## config.mk

```make
export PLATFORM = sky130hd
export DESIGN_NAME = alu_muldiv_seq
export DESIGN_NICKNAME = d
export VERILOG_FILES = /design/src/rtl/alu_muldiv_seq.sv
export SDC_FILE = /design/constraint.sdc
export NUM_CORES = 1
export LEC_CHECK = 0
export BUFFER_PORTS_ARGS = -buffer_cell sky130_fd_sc_hd__buf_2
export CORE_AREA = 2 2 293 295
export CTS_CLUSTER_DIAMETER = 100
export DETAILED_ROUTE_END_ITERATION = 8
export DIE_AREA = 0 0 295 297
export PLACE_DENSITY = 0.43
export SLEW_MARGIN = 15
export SYNTH_ARGS = -nofsm -noshare
export SYNTH_HDL_FRONTEND = slang
export SYNTH_SLANG_ARGS = --single-unit
```

## constraint.sdc

```tcl
create_clock -name clk_i -period 15.6 [get_ports clk_i]
set_input_delay 4.68 -clock clk_i [delete_from_list [all_inputs] [get_ports clk_i]]
set_output_delay 4.68 -clock clk_i [all_outputs]
set_load 0.02 [all_outputs]
```

## src/rtl/alu_muldiv_seq.sv

```systemverilog
// Handshaked EX-stage execute unit: single-cycle base integer ops and
// iterative (one bit per cycle) RV32M multiply / divide / remainder.
module alu_muldiv_seq #(
  parameter int DATA_WIDTH = 32,
  parameter int SHAMT_W    = $clog2(DATA_WIDTH)
) (
  input  logic                  clk_i,
  input  logic                  reset_i,
  input  logic                  valid_i,
  output logic                  ready_o,
  input  logic [4:0]            op_i,
  input  logic [DATA_WIDTH-1:0] A_i,
  input  logic [DATA_WIDTH-1:0] B_i,
  output logic                  valid_o,
  input  logic                  ready_i,
  output logic [DATA_WIDTH-1:0] result_o,
  output logic                  zero_o
);

  localparam int W  = DATA_WIDTH;
  localparam int W2 = 2 * DATA_WIDTH;
  localparam int CW = $clog2(DATA_WIDTH + 1);

  localparam logic [4:0] OP_ADD   = 5'b00000;
  localparam logic [4:0] OP_SUB   = 5'b00001;
  localparam logic [4:0] OP_SLL   = 5'b00010;
  localparam logic [4:0] OP_SRL   = 5'b00011;
  localparam logic [4:0] OP_SRA   = 5'b00100;
  localparam logic [4:0] OP_AND   = 5'b00101;
  localparam logic [4:0] OP_OR    = 5'b00110;
  localparam logic [4:0] OP_XOR   = 5'b00111;
  localparam logic [4:0] OP_SLT   = 5'b01000;
  localparam logic [4:0] OP_SLTU  = 5'b01001;
  localparam logic [4:0] OP_PASSB = 5'b01010;

  typedef enum logic [1:0] {S_IDLE, S_BUSY, S_DONE} state_t;

  state_t          state_q, state_d;
  logic [CW-1:0]   cnt_q, cnt_d;
  logic [2:0]      mop_q, mop_d;
  logic [W-1:0]    hi_q, hi_d;
  logic [W-1:0]    lo_q, lo_d;
  logic [W-1:0]    opb_q, opb_d;
  logic [W-1:0]    dvd_q, dvd_d;
  logic            sa_q, sa_d;
  logic            sb_q, sb_d;
  logic [W-1:0]    res_q, res_d;
  logic            zero_q, zero_d;

  logic [SHAMT_W-1:0] shamt;
  logic [W-1:0]       base_res;
  logic               is_m;
  logic               a_signed, b_signed, a_neg, b_neg;
  logic [W-1:0]       a_mag, b_mag;
  logic [W:0]         sum, trial;
  logic [W-1:0]       hi_n, lo_n;
  logic [W2-1:0]      prod, prod_s;
  logic [W-1:0]       q_s, r_s, fin_res;
  logic               div0;

  assign shamt   = B_i[SHAMT_W-1:0];
  assign is_m    = (op_i[4:3] == 2'b10);
  assign ready_o = (state_q == S_IDLE);
  assign valid_o = (state_q == S_DONE);
  assign result_o = res_q;
  assign zero_o   = zero_q;

  always_comb begin
    base_res = '0;
    case (op_i)
      OP_ADD:   base_res = A_i + B_i;
      OP_SUB:   base_res = A_i - B_i;
      OP_SLL:   base_res = A_i << shamt;
      OP_SRL:   base_res = A_i >> shamt;
      OP_SRA:   base_res = $signed(A_i) >>> shamt;
      OP_AND:   base_res = A_i & B_i;
      OP_OR:    base_res = A_i | B_i;
      OP_XOR:   base_res = A_i ^ B_i;
      OP_SLT:   base_res = {{(W-1){1'b0}}, ($signed(A_i) < $signed(B_i))};
      OP_SLTU:  base_res = {{(W-1){1'b0}}, (A_i < B_i)};
      OP_PASSB: base_res = B_i;
      default:  base_res = '0;
    endcase
  end

  // Operands are reduced to magnitudes at acceptance; signs are re-applied
  // only on the final iteration so latency never depends on the data.
  always_comb begin
    a_signed = (op_i[2:0] == 3'b001) || (op_i[2:0] == 3'b010) ||
               (op_i[2:0] == 3'b100) || (op_i[2:0] == 3'b110);
    b_signed = (op_i[2:0] == 3'b001) || (op_i[2:0] == 3'b100) ||
               (op_i[2:0] == 3'b110);
    a_neg    = a_signed && A_i[W-1];
    b_neg    = b_signed && B_i[W-1];
    a_mag    = a_neg ? (W'(0) - A_i) : A_i;
    b_mag    = b_neg ? (W'(0) - B_i) : B_i;
  end

  // Shared hi/lo datapath: shift-add multiply or restoring divide.
  always_comb begin
    sum   = {1'b0, hi_q} + (lo_q[0] ? {1'b0, opb_q} : '0);
    trial = {hi_q, lo_q[W-1]} - {1'b0, opb_q};
    if (!mop_q[2]) begin
      hi_n = sum[W:1];
      lo_n = {sum[0], lo_q[W-1:1]};
    end else if (!trial[W]) begin
      hi_n = trial[W-1:0];
      lo_n = {lo_q[W-2:0], 1'b1};
    end else begin
      hi_n = {hi_q[W-2:0], lo_q[W-1]};
      lo_n = {lo_q[W-2:0], 1'b0};
    end
  end

  always_comb begin
    div0    = (opb_q == '0);
    prod    = {hi_n, lo_n};
    prod_s  = (sa_q ^ sb_q) ? (W2'(0) - prod) : prod;
    q_s     = (sa_q ^ sb_q) ? (W'(0) - lo_n) : lo_n;
    r_s     = sa_q ? (W'(0) - hi_n) : hi_n;
    fin_res = '0;
    case (mop_q)
      3'b000:                 fin_res = prod_s[W-1:0];
      3'b001, 3'b010, 3'b011: fin_res = prod_s[W2-1:W];
      3'b100, 3'b101:         fin_res = div0 ? '1 : q_s;
      default:                fin_res = div0 ? dvd_q : r_s;
    endcase
  end

  always_comb begin
    state_d = state_q;
    cnt_d   = cnt_q;
    mop_d   = mop_q;
    hi_d    = hi_q;
    lo_d    = lo_q;
    opb_d   = opb_q;
    dvd_d   = dvd_q;
    sa_d    = sa_q;
    sb_d    = sb_q;
    res_d   = res_q;
    zero_d  = zero_q;
    case (state_q)
      S_IDLE: begin
        if (valid_i) begin
          if (is_m) begin
            state_d = S_BUSY;
            cnt_d   = CW'(W);
            mop_d   = op_i[2:0];
            hi_d    = '0;
            lo_d    = a_mag;
            opb_d   = b_mag;
            dvd_d   = A_i;
            sa_d    = a_neg;
            sb_d    = b_neg;
          end else begin
            state_d = S_DONE;
            res_d   = base_res;
            zero_d  = (base_res == '0);
          end
        end
      end
      S_BUSY: begin
        cnt_d = cnt_q - CW'(1);
        hi_d  = hi_n;
        lo_d  = lo_n;
        if (cnt_q == CW'(1)) begin
          state_d = S_DONE;
          res_d   = fin_res;
          zero_d  = (fin_res == '0);
        end
      end
      S_DONE: begin
        if (ready_i) state_d = S_IDLE;
      end
      default: state_d = S_IDLE;
    endcase
  end

  always_ff @(posedge clk_i) begin
    if (reset_i) begin
      state_q <= S_IDLE;
      cnt_q   <= '0;
      mop_q   <= '0;
      hi_q    <= '0;
      lo_q    <= '0;
      opb_q   <= '0;
      dvd_q   <= '0;
      sa_q    <= 1'b0;
      sb_q    <= 1'b0;
      res_q   <= '0;
      zero_q  <= 1'b0;
    end else begin
      state_q <= state_d;
      cnt_q   <= cnt_d;
      mop_q   <= mop_d;
      hi_q    <= hi_d;
      lo_q    <= lo_d;
      opb_q   <= opb_d;
      dvd_q   <= dvd_d;
      sa_q    <= sa_d;
      sb_q    <= sb_d;
      res_q   <= res_d;
      zero_q  <= zero_d;
    end
  end

endmodule

```

# After elaboration in Yosys (flattened, before gate mapping)
# Index checks and enable logic that the tools add are counted.
# op_classes
shifts	3
magnitude_cmp	2
addsub	10
mux	36
eq_ne	28
bitwise	4
n_reduce_logical	20
# ops
op	count
$mux W32	17
$pmux W32 S11	1
$pmux W32 S2	3
$sub A1 B32 Y32 const A	4
$logic_not A32 Y1	3
$pmux W32 S3	1
$lt A32 B32 Y1	2
$mux W64	1
$sub A1 B64 Y64 const A	1
$add A32 B32 Y33	1
$sub A33 B32 Y33	1
$add A32 B32 Y32	1
$and A32 B32 Y32	1
$or A32 B32 Y32	1
$shl A32 B5 Y32	1
$shr A32 B5 Y32	1
$sshr A32 B5 Y32	1
$sub A32 B32 Y32	1
$xor A32 B32 Y32	1
$eq A5 B3 Y1 const B	4
$eq A5 B4 Y1 const B	3
$eq A3 B3 Y1 const B	4
$mux W6	2
$pmux W6 S2	1
other kinds (25)	46
# totals
ff_bits	174
inputBits	73
output_inout_bits	35
word_cells	114

# Longest topological paths before layout
# logic_depth
word_depth	10
ltp_mapped	28
mapped_depth_nobuf	26

# Least setup slack after synthesis
# OpenSTA, ideal clock, no wires.
# synth_timing
kind	input port to flip-flop
from	in B_i[2]
to	reg zero_q, in the netlist zero_o
arrival_time_ps	9948
n_path_buf	4
stages	22
slack_ps	5578
required_ps	15526
setup_ps	74
cell_sequence	inv_1 > clkbuf_1 > buf_1 > buf_1 > clkbuf_1 > ha_1 > nand2b_1 > a21oi_1 > o21ai_0 > a211oi_1 > o21a_1 > o21ai_1 > and2_1 > a221o_1 > a211o_1 > nor4_1 > nand4_1 > nor4_1 > nand3_1 > or3_1 > or4_1 > o211ai_2
# synth_via
elab_chain_cells	6
word_cells_on_any_way	15
cone_classes	add/sub (2); order compare (2); shift (3); mux (4); bitwise (3); reduce/logical (1)
# synth_rtl
item	line_no	rtl
start, declared	13	input logic [DATA_WIDTH-1:0] B_i,
$sub A32 B32 Y32 (tied with other cells)	72	OP_SUB: base_res = A_i - B_i;
$pmux W32 S11 *	70	case (op_i)
$logic_not A32 Y1 *	158	zero_d = (base_res == '0);
$mux W1 *	145	if (is_m) begin
$mux W1 *	144	if (valid_i) begin
$pmux W1 S2 *	142	case (state_q)
end signal, assigned	203	zero_q <= zero_d;
end, declared	48	logic zero_q, zero_d;
# Every way passes the cells marked *; elsewhere a longest branch is shown, timed or not. The select of a mux whose other input is x is not followed.
# A chain may end at the register's enable or synchronous reset.

# Final worst setup path
# layout_timing
from	in B_i[0]
to	reg zero_q, in the netlist zero_o
# The elaborated chain is that of the path after synthesis.

==> results.cfg <==
[synthesis]
synthesis.area_mm2 = 0.0251
synth_edf_count = 0
synth_seq_cells = 174
ys.flop_type = dfxtp_1
ys_seq_area_share_pct = 13.9
yosysWarningCount = 0
ys_types = 104
async_flop_share_pct = 0
syn_area_per_cell_um2 = 7.13
synthCells = 3525
synth_fp_nets = 3769

[routing]
wirelength_mm = 136
firstDrtPassIters = 7
ant_nets = 0
wire_per_inst_um = 29.5
viasPerCell = 6.20
drt-initial-drc-count = 3581
drc_errors = 0
via_count = 28538

[power]
p_leak_uw = 0.0103
power_uw = 1830
peakVddDrop_v = 0.000102
power_density_mw_per_mm2 = 67.0

[grt]
first_global_vias = 26775
antenna_found_initial = 3
grtUsageTotal_pct = 30.3
grt_pass1_wl_mm = 196
grt_max_degree = 72
grt_overflow = 0

[timing]
skew_ps = 22.4
finalSetupTns_ps = 0
fin_crit_ps = 10090
fmax_ghz = 0.0991
finalMaxSlewViolations = 0
rsz0062_at_grt = no
fin_hold_ws_ps = 451
hold_violations = 0
postLayoutSetupSlackWorst_ps = 5510
fin_crit_sh_pct = 64.7
relSlewSlack_pct = 16.0
tightestPinTransition_ps = 1260
setup_viol = 0

[worst_setup_path]
cp_slowest_stage_delay_ps = 610
critical_path_arrival_ps = 10510
cp_data_required_time_ps = 16030
worstPathCellList = buf_4, buf_4, ha_1, inv_1, fa_1, nand2b_1, a21oi_1, o21a_1, o31ai_1, o2111ai_1, a211oi_1, and4_1, nor3b_1, nand4b_1, nor4_1, nand4_1, nor4_1, nand3_1, or3_1, or4_1, o211ai_2
slowest_stage = buf_4
criticalPathCategory = in -> reg
cp_max_fo = 36
cp-end-kind = flop
critPathTopFamily = simple AND/OR/NAND/NOR gates
cp_num_buf_inv = 3
start_kind = primary input

[final_layout]
layout.nets = 3691
fill_cells = 9344
fin_area_mm2 = 0.0272
drive_gt1_share_pct = 10.6
syn_to_final_growth_pct = 8.28
final_cell_mix = 403 x nor2_1, 343 x nand2_1, 321 x a21oi_1
final_common_cell = nor2_1

[placed_design]
placed_area_mm2 = 0.0266
portBuffers = 107
dp_worst_setup_slack_ps = 5030
gp_congestion = 1.03
dp_hpwl_mm = 104

[floorplanning]
initial_utilization_pct = 29.8
die_area_mm2 = 0.0876
num_io_pins = 108
rows = 107
chipHeight_um = 297
die_w_um = 295
core_area_mm2 = 0.0845

[worst_hold_path]
hold_class = reg -> reg

[clocking]
clockBufferDepth = 2
root_buffer = clkbuf_16
cts_setup_buffers = 0
cts_resized = 0
cts_buffers = 17
htreeDepth = 4
cts_tree = yes
cts.sinks = 174
hold_buffers = 0
clock_latency_ps = 510
clk_pin_slew_ps = 80

[status]
status = finished clean

[job]
cap_violations = 0
cell usage after synthesis, types with 20 or more instances:
master     count  area, um^2
a211oi_1      76         571
a21o_1        43         323
a21oi_1      321        1610
a221oi_1      60         526
a22oi_1       37         278
a31oi_1       57         357
and2_1        55         344
and3_1        29         181
buf_1         29         109
clkbuf_1     212         796
dfxtp_1      174        3480
ha_1         167        2090
inv_1        160         601
mux2i_1       71         711
mux4_2        66        1490
nand2_1      344        1290
nand2b_1      23         144
nand3_1       88         440
nand4_1       41         257
nor2_1       405        1520
nor2b_1       23         144
nor3_1        99         495
nor4_1        41         257
o2111ai_1     20         175
o211ai_1      45         338
o21a_1        33         248
o21ai_0      171         856
o21bai_1      28         210
o221ai_1      20         175
o31ai_1       35         263
or3_1         48         300
xnor2_1      117        1020
xor2_1        36         315
state kept, by name, indices dropped and copies added, names as in the netlist:
name,flops
dvd_q,32
hi_q,32
lo_q,32
opb_q,32
result_o,32
cnt_q,6
mop_q,3
state_q,2
sa_q,1
sb_q,1
zero_o,1
metrics by stage:
step,util [%],cells
4_1_cts,32.2,4604
3_5_place_dp,31.5,4572
2_1_floorplan,-,3525
3_3_place_gp,31.5,4572
5_1_grt,32.2,4604
6_report,32.2,4606
worst paths after layout:
| kind | start | slack [ps] | endpoint | cells after the start |
|---|---|---|---|---|
| worst max-delay path | B_i[0] | 5510 | zero_o$_SDFFE_PP0P_ | 21 |
| worst min-delay path | result_o[2]$_SDFFE_PP0P_ | 450 | result_o[2]$_SDFFE_PP0P_ | 2 |
| worst max register to register | lo_q[31]$_SDFFE_PP0P_ | 6740 | zero_o$_SDFFE_PP0P_ | 26 |
| worst min register to register | result_o[2]$_SDFFE_PP0P_ | 450 | result_o[2]$_SDFFE_PP0P_ | 2 |
tightest hold or removal path: stages (launching register included):
cell,delay [ps]
dfxtp_1,310
nand2_1,50
a21oi_1,50
cell type report:
class                           count  area, um^2  share of cell area (%)
Inverter                          161         604                    2.22
Clock buffer                       19         443                    1.63
Clock inverter                     13         176                   0.648
Sequential cell                   174        3490                    12.8
Multi-Input combinational cell   2924       20100                    73.7
Timing Repair Buffer              169        1010                    3.72
Tap cell                         1144        1430                    5.26
Antenna cell                        2        5.00                  0.0184
power breakdown:
part	switching [uW]	leakage, uW	total, uW	internal [uW]
sequential	28.5	0.00141	493	464
clock	237	0.000295	497	260
combinational	574	0.00861	836	262
total	839	0.0103	1830	987
logic make-up (layout without fill, tap and decap cells):
logic type	count (synthesis)	after routing	synth area share (%)
other cells	0	2	0
fa+ha+maj	171	171	8.63
flops	174	174	13.9
mux	154	154	9.50
compound gates	1155	1155	31.4
simple gates	1291	1291	24.7
buf+inv	427	362	6.62
xor+xnor	153	153	5.33
metal layers:
layer  share of wire (%)  GRT usage, %  vias to the layer above  wire (um)
li1                    -             -                    12999          -
met1                  44          41.2                    13962      59400
met2                  44          46.9                     1343      60100
met3                 6.2          2.79                      234       8490
met4                 6.0          16.6                        0       8170
met5                   0             0                        -          0
No activity file was read; power rests on OpenSTA's default activity.
